<file path="src/rtl/regfile_sb.sv">
// Multi-read-port register file with same-cycle write bypass and a per-register
// scoreboard of pending destination writes; register 0 reads as zero and is never busy.
module regfile_sb #(
    parameter int DATA_W = 32,
    parameter int ADDR_W = 5,
    parameter int N_RD   = 2
) (
    input  logic                     clk_i,
    input  logic                     rst_i,
    input  logic [N_RD*ADDR_W-1:0]   raddr_i,
    output logic [N_RD*DATA_W-1:0]   rdata_o,
    output logic [N_RD-1:0]          rbusy_o,
    input  logic                     wen_i,
    input  logic [ADDR_W-1:0]        waddr_i,
    input  logic [DATA_W-1:0]        wdata_i,
    input  logic                     alloc_i,
    input  logic [ADDR_W-1:0]        alloc_addr_i,
    input  logic                     flush_i,
    output logic [ADDR_W:0]          pend_cnt_o
);

    localparam int DEPTH = 2 ** ADDR_W;

    logic [DATA_W-1:0] regs_reg [DEPTH];
    logic [DEPTH-1:0]  busy_reg;
    logic [DEPTH-1:0]  busy_next;
    logic [ADDR_W:0]   pend_cnt_reg;
    logic [ADDR_W:0]   pend_cnt_next;
    logic              wr_valid;

    // Writes to register 0 are dropped so it stays zero in the array as well.
    assign wr_valid = wen_i && (waddr_i != '0);

    always_ff @(posedge clk_i or negedge rst_i) begin
        if (!rst_i) begin
            for (int i = 0; i < DEPTH; i++) begin
                regs_reg[i] <= '0;
            end
        end else if (wr_valid) begin
            regs_reg[waddr_i] <= wdata_i;
        end
    end

    // Scoreboard priority: flush, then allocation (new producer supersedes the
    // retiring one), then writeback clear, else hold.
    always_comb begin
        busy_next = busy_reg;
        busy_next[0] = 1'b0;
        for (int r = 1; r < DEPTH; r++) begin
            if (flush_i) begin
                busy_next[r] = 1'b0;
            end else if (alloc_i && (alloc_addr_i == ADDR_W'(r))) begin
                busy_next[r] = 1'b1;
            end else if (wen_i && (waddr_i == ADDR_W'(r))) begin
                busy_next[r] = 1'b0;
            end
        end
    end

    // Count is computed from the next state so it matches busy after the edge.
    always_comb begin
        pend_cnt_next = '0;
        for (int r = 1; r < DEPTH; r++) begin
            pend_cnt_next = pend_cnt_next + (ADDR_W + 1)'(busy_next[r]);
        end
    end

    always_ff @(posedge clk_i or negedge rst_i) begin
        if (!rst_i) begin
            busy_reg     <= '0;
            pend_cnt_reg <= '0;
        end else begin
            busy_reg     <= busy_next;
            pend_cnt_reg <= pend_cnt_next;
        end
    end

    assign pend_cnt_o = pend_cnt_reg;

    generate
        for (genvar gi = 0; gi < N_RD; gi++) begin : g_rd
            logic [ADDR_W-1:0] raddr;
            logic              is_zero;
            logic              wr_hit;

            assign raddr   = raddr_i[gi*ADDR_W +: ADDR_W];
            assign is_zero = (raddr == '0);
            assign wr_hit  = wen_i && (waddr_i == raddr);

            assign rdata_o[gi*DATA_W +: DATA_W] = is_zero ? '0 :
                                                  wr_hit  ? wdata_i :
                                                            regs_reg[raddr];
            assign rbusy_o[gi] = !is_zero && busy_reg[raddr] && !wr_hit;
        end
    endgenerate

endmodule

</file>
<file path="config.mk">
export PLATFORM = sky130hd
export DESIGN_NAME = regfile_sb
export DESIGN_NICKNAME = d
export VERILOG_FILES = /design/src/rtl/regfile_sb.sv
export SDC_FILE = /design/constraint.sdc
export NUM_CORES = 2
export LEC_CHECK = 0
export ABC_AREA = 0
export ABC_CLOCK_PERIOD_IN_PS = 5200
export BUFFER_PORTS_ARGS = -buffer_cell sky130_fd_sc_hd__buf_2
export CORE_ASPECT_RATIO = 1.25
export CORE_MARGIN = 3
export CORE_UTILIZATION = 50
export CTS_BUF_LIST = sky130_fd_sc_hd__clkbuf_2 sky130_fd_sc_hd__clkbuf_4 sky130_fd_sc_hd__clkbuf_8
export CTS_CLUSTER_SIZE = 25
export DETAILED_ROUTE_END_ITERATION = 12
export PLACE_DENSITY = 0.8
export SYNTH_ARGS = -nofsm -noshare
export SYNTH_HDL_FRONTEND = slang
export SYNTH_SLANG_ARGS = --single-unit
</file>
<file path="constraint.sdc">
create_clock -name clk_i -period 5.2 [get_ports clk_i]
set_clock_uncertainty 0.15 [all_clocks]
set_input_delay 0.78 -clock clk_i [delete_from_list [all_inputs] [get_ports clk_i]]
set_output_delay 0.78 -clock clk_i [all_outputs]
set_load 0.1 [all_outputs]
</file>
=== Word level (Yosys, flattened, before mapping) ===
Index checks and enable logic that the tools add are counted.
Widths: inputs -> output; s select.

* Input bits: 57
* Flip-flop bits (word level): 1,061
* Logic and storage cells: 324
* Output and inout port bits: 72

* Add/sub/neg operators: 30
* Bitwise logic cells: 3
* Equality and inequality tests: 64
* Mux-type cells: 110
* Reductions and logical operators: 77
* Magnitude comparators: 6

{| class="wikitable"
|+ Operator list
! kind !! count
|-
| $bwmux 1024 || 1
|-
| $bmux 32 s5 || 2
|-
| $mux 32 || 9
|-
| $demux 32 s5 || 1
|-
| $eq 5x5->1 const B || 32
|-
| $add 6x1->6 || 25
|-
| $mux 1 || 95
|-
| $eq 5x4->1 const B || 16
|-
| $logic_and 1x1->1 || 70
|-
| $eq 5x3->1 const B || 8
|-
| $eq 5x2->1 const B || 4
|-
| $ge 6x6->1 const B || 3
|-
| $not 5->6 || 3
|-
| $lt 5x6->1 const B || 2
|-
| $bmux 1 s5 || 2
|-
| $eq 5x1->1 const B || 2
|-
| $eq 5x5->1 || 2
|-
| $logic_not 5->1 || 2
|-
| $add 5x1->6 || 1
|-
| $lt 6x1->1 const B || 1
|-
| $add 4x1->5 || 1
|-
| $reduce_bool 5->1 || 1
|-
| $add 3x1->4 || 1
|-
| $logic_not 1->1 || 4
|-
| other kinds (2) || 2
|}

=== Longest topological paths before layout ===
* Depth in word-level cells: 35
* Depth in mapped cells: 23

=== Worst setup path after synthesis ===
OpenSTA, ideal clock, no wires.

* Path kind: input port to flip-flop
* Start: input waddr_i[3]
* End: register pend_cnt_reg[4] (netlist: pend_cnt_o[4])
* Slack: -1.265 ns
* Arrival time: 6.235 ns
* Stages on the path: 19
* Required time: 4.970 ns
* Path through: buf_2 > nor3b_1 > nand2_1 > buf_1 > a22oi_1 > nor2_1 > fa_1 > inv_1 > fa_1 > fa_1 > fa_1 > fa_1 > inv_1 > fa_1 > fa_1 > fa_1 > a21o_1 > a21oi_1 > xnor2_1

* Elaborated cells on any way between the ends: 185
* Those cells by class: 30 x add/sub; 31 x eq/ne; 93 x mux; 31 x reduce/logical

{| class="wikitable"
|+ RTL lines
! item !! line !! source
|-
| start, declared || 14 || <nowiki>input logic [ADDR_W-1:0] waddr_i,</nowiki>
|-
| $eq 5x4->1 || 54 || <nowiki>end else if (wen_i && (waddr_i == ADDR_W'(r))) begin</nowiki>
|-
| $logic_and 1x1->1 || 54 ||
|-
| $mux 1 || 54 ||
|-
| $mux 1 || 52 || <nowiki>end else if (alloc_i && (alloc_addr_i == ADDR_W'(r))) begin</nowiki>
|-
| $mux 1 || 50 || <nowiki>if (flush_i) begin</nowiki>
|-
| named net busy_next[10] || 26 || <nowiki>logic [DEPTH-1:0] busy_next;</nowiki>
|-
| $add 6x1->6 (22 in a row) || 64 || <nowiki>pend_cnt_next = pend_cnt_next + (ADDR_W + 1)'(busy_next[r]);</nowiki>
|-
| named net pend_cnt_next[4] || 28 || <nowiki>logic [ADDR_W:0] pend_cnt_next;</nowiki>
|-
| end signal, assigned || 74 || <nowiki>pend_cnt_reg <= pend_cnt_next;</nowiki>
|-
| end, declared || 27 || <nowiki>logic [ADDR_W:0] pend_cnt_reg;</nowiki>
|}

The timed path passes the listed nets, and every way through them passes these cells.
A chain may end at the register's enable or synchronous reset.

=== Worst setup path after layout ===
* Start: input waddr_i[1]
* End: register pend_cnt_reg[4] (netlist: pend_cnt_o[4])

* Word-level cells in the longest chain between the ends: 35
* Elaborated cells on any way between the ends: 185
* Those cells by class: 30 x add/sub; 31 x eq/ne; 93 x mux; 31 x reduce/logical

{| class="wikitable"
|+ RTL lines
! item !! line
|-
| $eq 5x1->1 or $eq 5x2->1 (tied branches) || 54
|-
| $logic_and 1x1->1 || 54
|-
| $mux 1 || 54
|-
| $mux 1 || 52
|-
| $mux 1 || 50
|-
| $add 1x1->2 || 64
|-
| $add 2x1->3 || 64
|-
| $add 3x1->4 || 64
|-
| $add 4x1->5 || 64
|-
| $add 5x1->6 || 64
|-
| $add 6x1->6 (24 in a row) || 64
|-
| $add 6x1->6 * || 64
|-
| named net pend_cnt_next[4] || 28
|}

The timed path passes the listed nets; every way through them passes the cells marked *.

==> summary.md <==
| Metric | Value |
|---|---|
| Number of antenna violations at the first check in global routing | 13 |
| Clock Sinks | 1061 |
| Critical path peak fanout | 7 |
| IR Drop Worst-Case VDD | 0.325 mV |
| Number of violations of the max-capacitance limit | 0 |
| Chip height | 385 um |
| Time the final worst path needs with I/O delays and setup | 5.33 ns |
| Result of the run | complete, but fails checks |
| Buf/Inv on CP | 4 |
| Number of rows in the core area | 138 |
| Hold Vio Cnt, Final | 0 |
| Slowest stage delay, CP | 0.53 ns |
| Total stage count of the critical path | 19 |
| Most frequent standard cell in the layout excluding fill and tap cells | dfrtp_1 |
| Max Root-Sink Buffers | 3 |
| Internal Pwr Total | 0.0173 W |
| Crit path kind | primary input to flip-flop |
| Synth async-reset ratio | 100% |
| Endpoint required time on the critical path | 5.81 ns |
| Layout cells sized above 1 | 52.8% |
| Largest delay share family, worst path | adder cells |
| Synth-to-layout area growth | 13.8% |
| Xor/xnor share of the synthesized area | 0.198% |
| IO Count | 129 |
| Number of global-route vias before repair | 41700 |
| Routability cong. | 0.883 |
| Tot Pwr | 0.0246 W |
| Sequential share of the synthesized area | 46.2% |
| Setup Total Neg Slack | -0.240 ns |
| Die Area | 119000 um^2 |
| Unrepaired setup endpoints after global routing | true |
| Clock tree from TritonCTS | built |
| Area fraction in compound gates after synthesis | 5.21% |
| PD cells | 376 nW/um^2 |
| Critical Path Source Type | primary input |
| Count of cell types in the netlist | 57 |
| Number of enable flip-flop cells after synthesis | 0 |
| Largest register FFs | 1024 |
| X dimension of the die | 309 um |
| Failing checks | setup timing |
| Dominant combinational cell family by area after synthesis | multiplexers |
| Final core utilization | 57.6% |
| Switching power total | 0.00735 W |
| Predominant post-synthesis flop cell | dfrtp_1 |
| R2R setup slack | -0.06 ns |
| Starting Density | 50.6% |
| Clock tree root buffer cell | clkbuf_8 |
| Clock network latency to the later pin of the worst-skew pair | 0.88 ns |
| Switching fraction of total power | 29.9% |
| Tightest hold margin | 0.187 ns |
| Pin slew with the least headroom to its limit | 1.26 ns |
| Fraction of the mapped netlist area in adder cells | 0.953% |
| CTS buffer count | 173 |
| Post-Syn Area per Cell | 14.6 um^2 |
| Fin crit share | 103% |
| Antenna Nets Post-Route | 0 |
| Number of buffer cells added on primary ports | 128 |
| Type of the worst min-delay path | primary input to flip-flop |
| Detailed-router iteration count before antenna repair | 7 |
| Number of vias in the routed layout | 40000 |
| End of the worst register-to-register path | pend_cnt_o[4]$_DFF_PN0_ |
| Warnings from Yosys | 0 |
| Commonest cells after routing, fill and taps aside | dfrtp_1 (1061), mux2_2 (985), mux4_2 (470) |
| HPWL after DPL | 112000 um |
| Combinational group share of total power | 23.7% |
| Average detailed-routed wire length per instance | 32.9 um |
| Worst Reg2Reg Path Length in Cells | 15 |
| Number of cells produced by synthesis | 3948 |
| Post-detailed-route via-to-cell ratio | 7.08 |
| Post-Synthesis Net Count | 4035 |
| Headroom to the max-slew limit | 15.7% |
| Fill cell instance count of the final layout | 8705 |
| Setup crit start | waddr_i[1] |
| Core region area | 114000 um^2 |
| Crit path capture | pend_cnt_o[4]$_DFF_PN0_ |
| Global-route wire length before repair | 274000 um |
| Number of max-slew violations in the final report | 0 |
| Critical register-to-register path startpoint | busy_reg[12]$_DFF_PN0_ |
| Number of nets at the end of the flow | 4127 |
| Maximum operating frequency | 187 MHz |
| Clock transition at the register clock pins on the worst setup and hold paths after CTS | 0.06 ns |
| Mux contribution to synthesized area | 41.2% |
| Post-route DRC | 0 |
| Critical Path End Type | flip-flop |
| Final setup margin | -0.134 ns |
| Cell-by-cell listing of the critical path | buf_6, nand2_2, or2_2, o21ai_2, a21o_1, fa_1, fa_1, inv_1, fa_1, inv_2, fa_1, fa_1, inv_1, fa_1, fa_2, fa_2, a21o_1, a21oi_2, xnor2_1 |
| Total wirelength of the detailed-routed design | 186000 um |
| Relative contribution of the clock network to total power | 31.9% |
| Congestion Overflow GR | 0 |
| Standard cell with the maximum stage delay on the critical path | fa_1 |
| Power share of the sequential group | 44.4% |
| Detailed Route Iter0 Violations | 5005 |
| GRT Overall Usage | 31.5% |
| Critical Path Most Common Cell | fa_1 |
| Final Setup Violations | 3 |
| Flops & latches, synth | 1061 |
| Post-Synth Simple-Gate Area | 2.47% |
| Cell area after synthesis | 57500 um^2 |
| Worst slack at placement | -1.13 ns |
| Largest net degree at the start of global routing | 118 |
| Standby leakage power | 28.7 nW |
| Number of levels the H-tree was split into | 4 |
| Arrival time worst endpoint | 5.94 ns |
[how the worst min path moves through the flow]
stage / from / endpoint / slack, ns / depth (start not counted)
after detailed placement: regs_reg[1020]$_DFFE_PN0P_ / regs_reg[1020]$_DFFE_PN0P_ / 0.23 / 0
after floorplan: regs_reg[1016]$_DFFE_PN0P_ / regs_reg[1016]$_DFFE_PN0P_ / 0.29 / 1
after global placement: regs_reg[1003]$_DFFE_PN0P_ / regs_reg[1003]$_DFFE_PN0P_ / 0.23 / 0
after CTS: alloc_addr_i[1] / busy_reg[12]$_DFF_PN0_ / 0.14 / 4
final: alloc_addr_i[1] / busy_reg[12]$_DFF_PN0_ / 0.19 / 4
after global routing: alloc_addr_i[1] / busy_reg[12]$_DFF_PN0_ / 0.19 / 4
[per-layer routing]
layer	vias up	wire length [um]	track usage (%)
met2	2853	85900	48.5
met4	8	13600	19.9
met1	20800	64000	38.5
li1	15400	-	-
met3	870	22300	9.96
met5	-	57	0
[cells in the mapped netlist, types with 45 or more instances]
cell type     n  share of area [%]
a211oi_1     45               0.59
o22ai_1      75               0.82
mux4_2      470                 18
a22oi_1      79                1.0
nand3_1      63               0.55
mux2i_1     174                3.0
dfrtp_1    1061                 46
nor2_1       60               0.39
a22o_1       54               0.82
buf_2       127                1.1
clkbuf_1    214                1.4
buf_1        56               0.37
nand2_1      95               0.62
mux2_2      985                 19
[worst reg2reg max path: cells and delay by family, from the launching register on]
kind,cells,cell delay [ns]
adder cells (fa/ha/maj),8,3.69
buffers and inverters,2,0.14
AO/OA/AOI/OAI,4,0.65
XOR/XNOR,1,0.13
flip-flops,1,0.39
[power groups by stage]
| stage | Sequential [W] | Clock (W) | Combinational (W) |
|---|---|---|---|
| after global placement | 0.0108 | 0 | 0.00561 |
| after CTS | 0.0109 | 0.00791 | 0.00579 |
| after global routing | 0.0111 | 0.00829 | 0.00614 |
| final | 0.0109 | 0.00786 | 0.00583 |
| after floorplan | 0.0106 | 0 | 0.00427 |
| after detailed placement | 0.0110 | 0 | 0.00576 |
[cell families after synthesis]
group,Yosys count
AND/OR/NAND/NOR,301
adder cells (fa/ha/maj),30
AO/OA/AOI/OAI,418
multiplexers,1643
buffers and inverters,482
flip-flops,1061
XOR/XNOR,13
[cell type report]
cell class | count | area, um^2 | share of cell area (%)
inverter | 44 | 165 | 0.252
multi-input combinational | 2405 | 29200 | 44.6
clock buffer | 270 | 3350 | 5.13
timing repair buffer | 355 | 3960 | 6.06
sequential | 1061 | 26600 | 40.6
antenna | 11 | 27.5 | 0.0421
clock inverter | 29 | 363 | 0.555
tap | 1470 | 1840 | 2.81
[through the flow]
stage          area (um^2)  instances
3_3_place_gp         61400       5323
2_1_floorplan        57700       3948
4_1_cts              65200       5627
6_report             65400       5645
5_1_grt              65400       5639
3_5_place_dp         61400       5323
[repair_timing]
item	4_1_cts	5_1_grt
hold buffers	1	0
gates cloned	0	0
endpoints found under the setup margin	3	4
hold endpoints to repair	83	0
resized for setup	19	35
buffers inserted	4	7
pin swaps	12	20
Note: power is estimated with default switching activity, not from simulation.
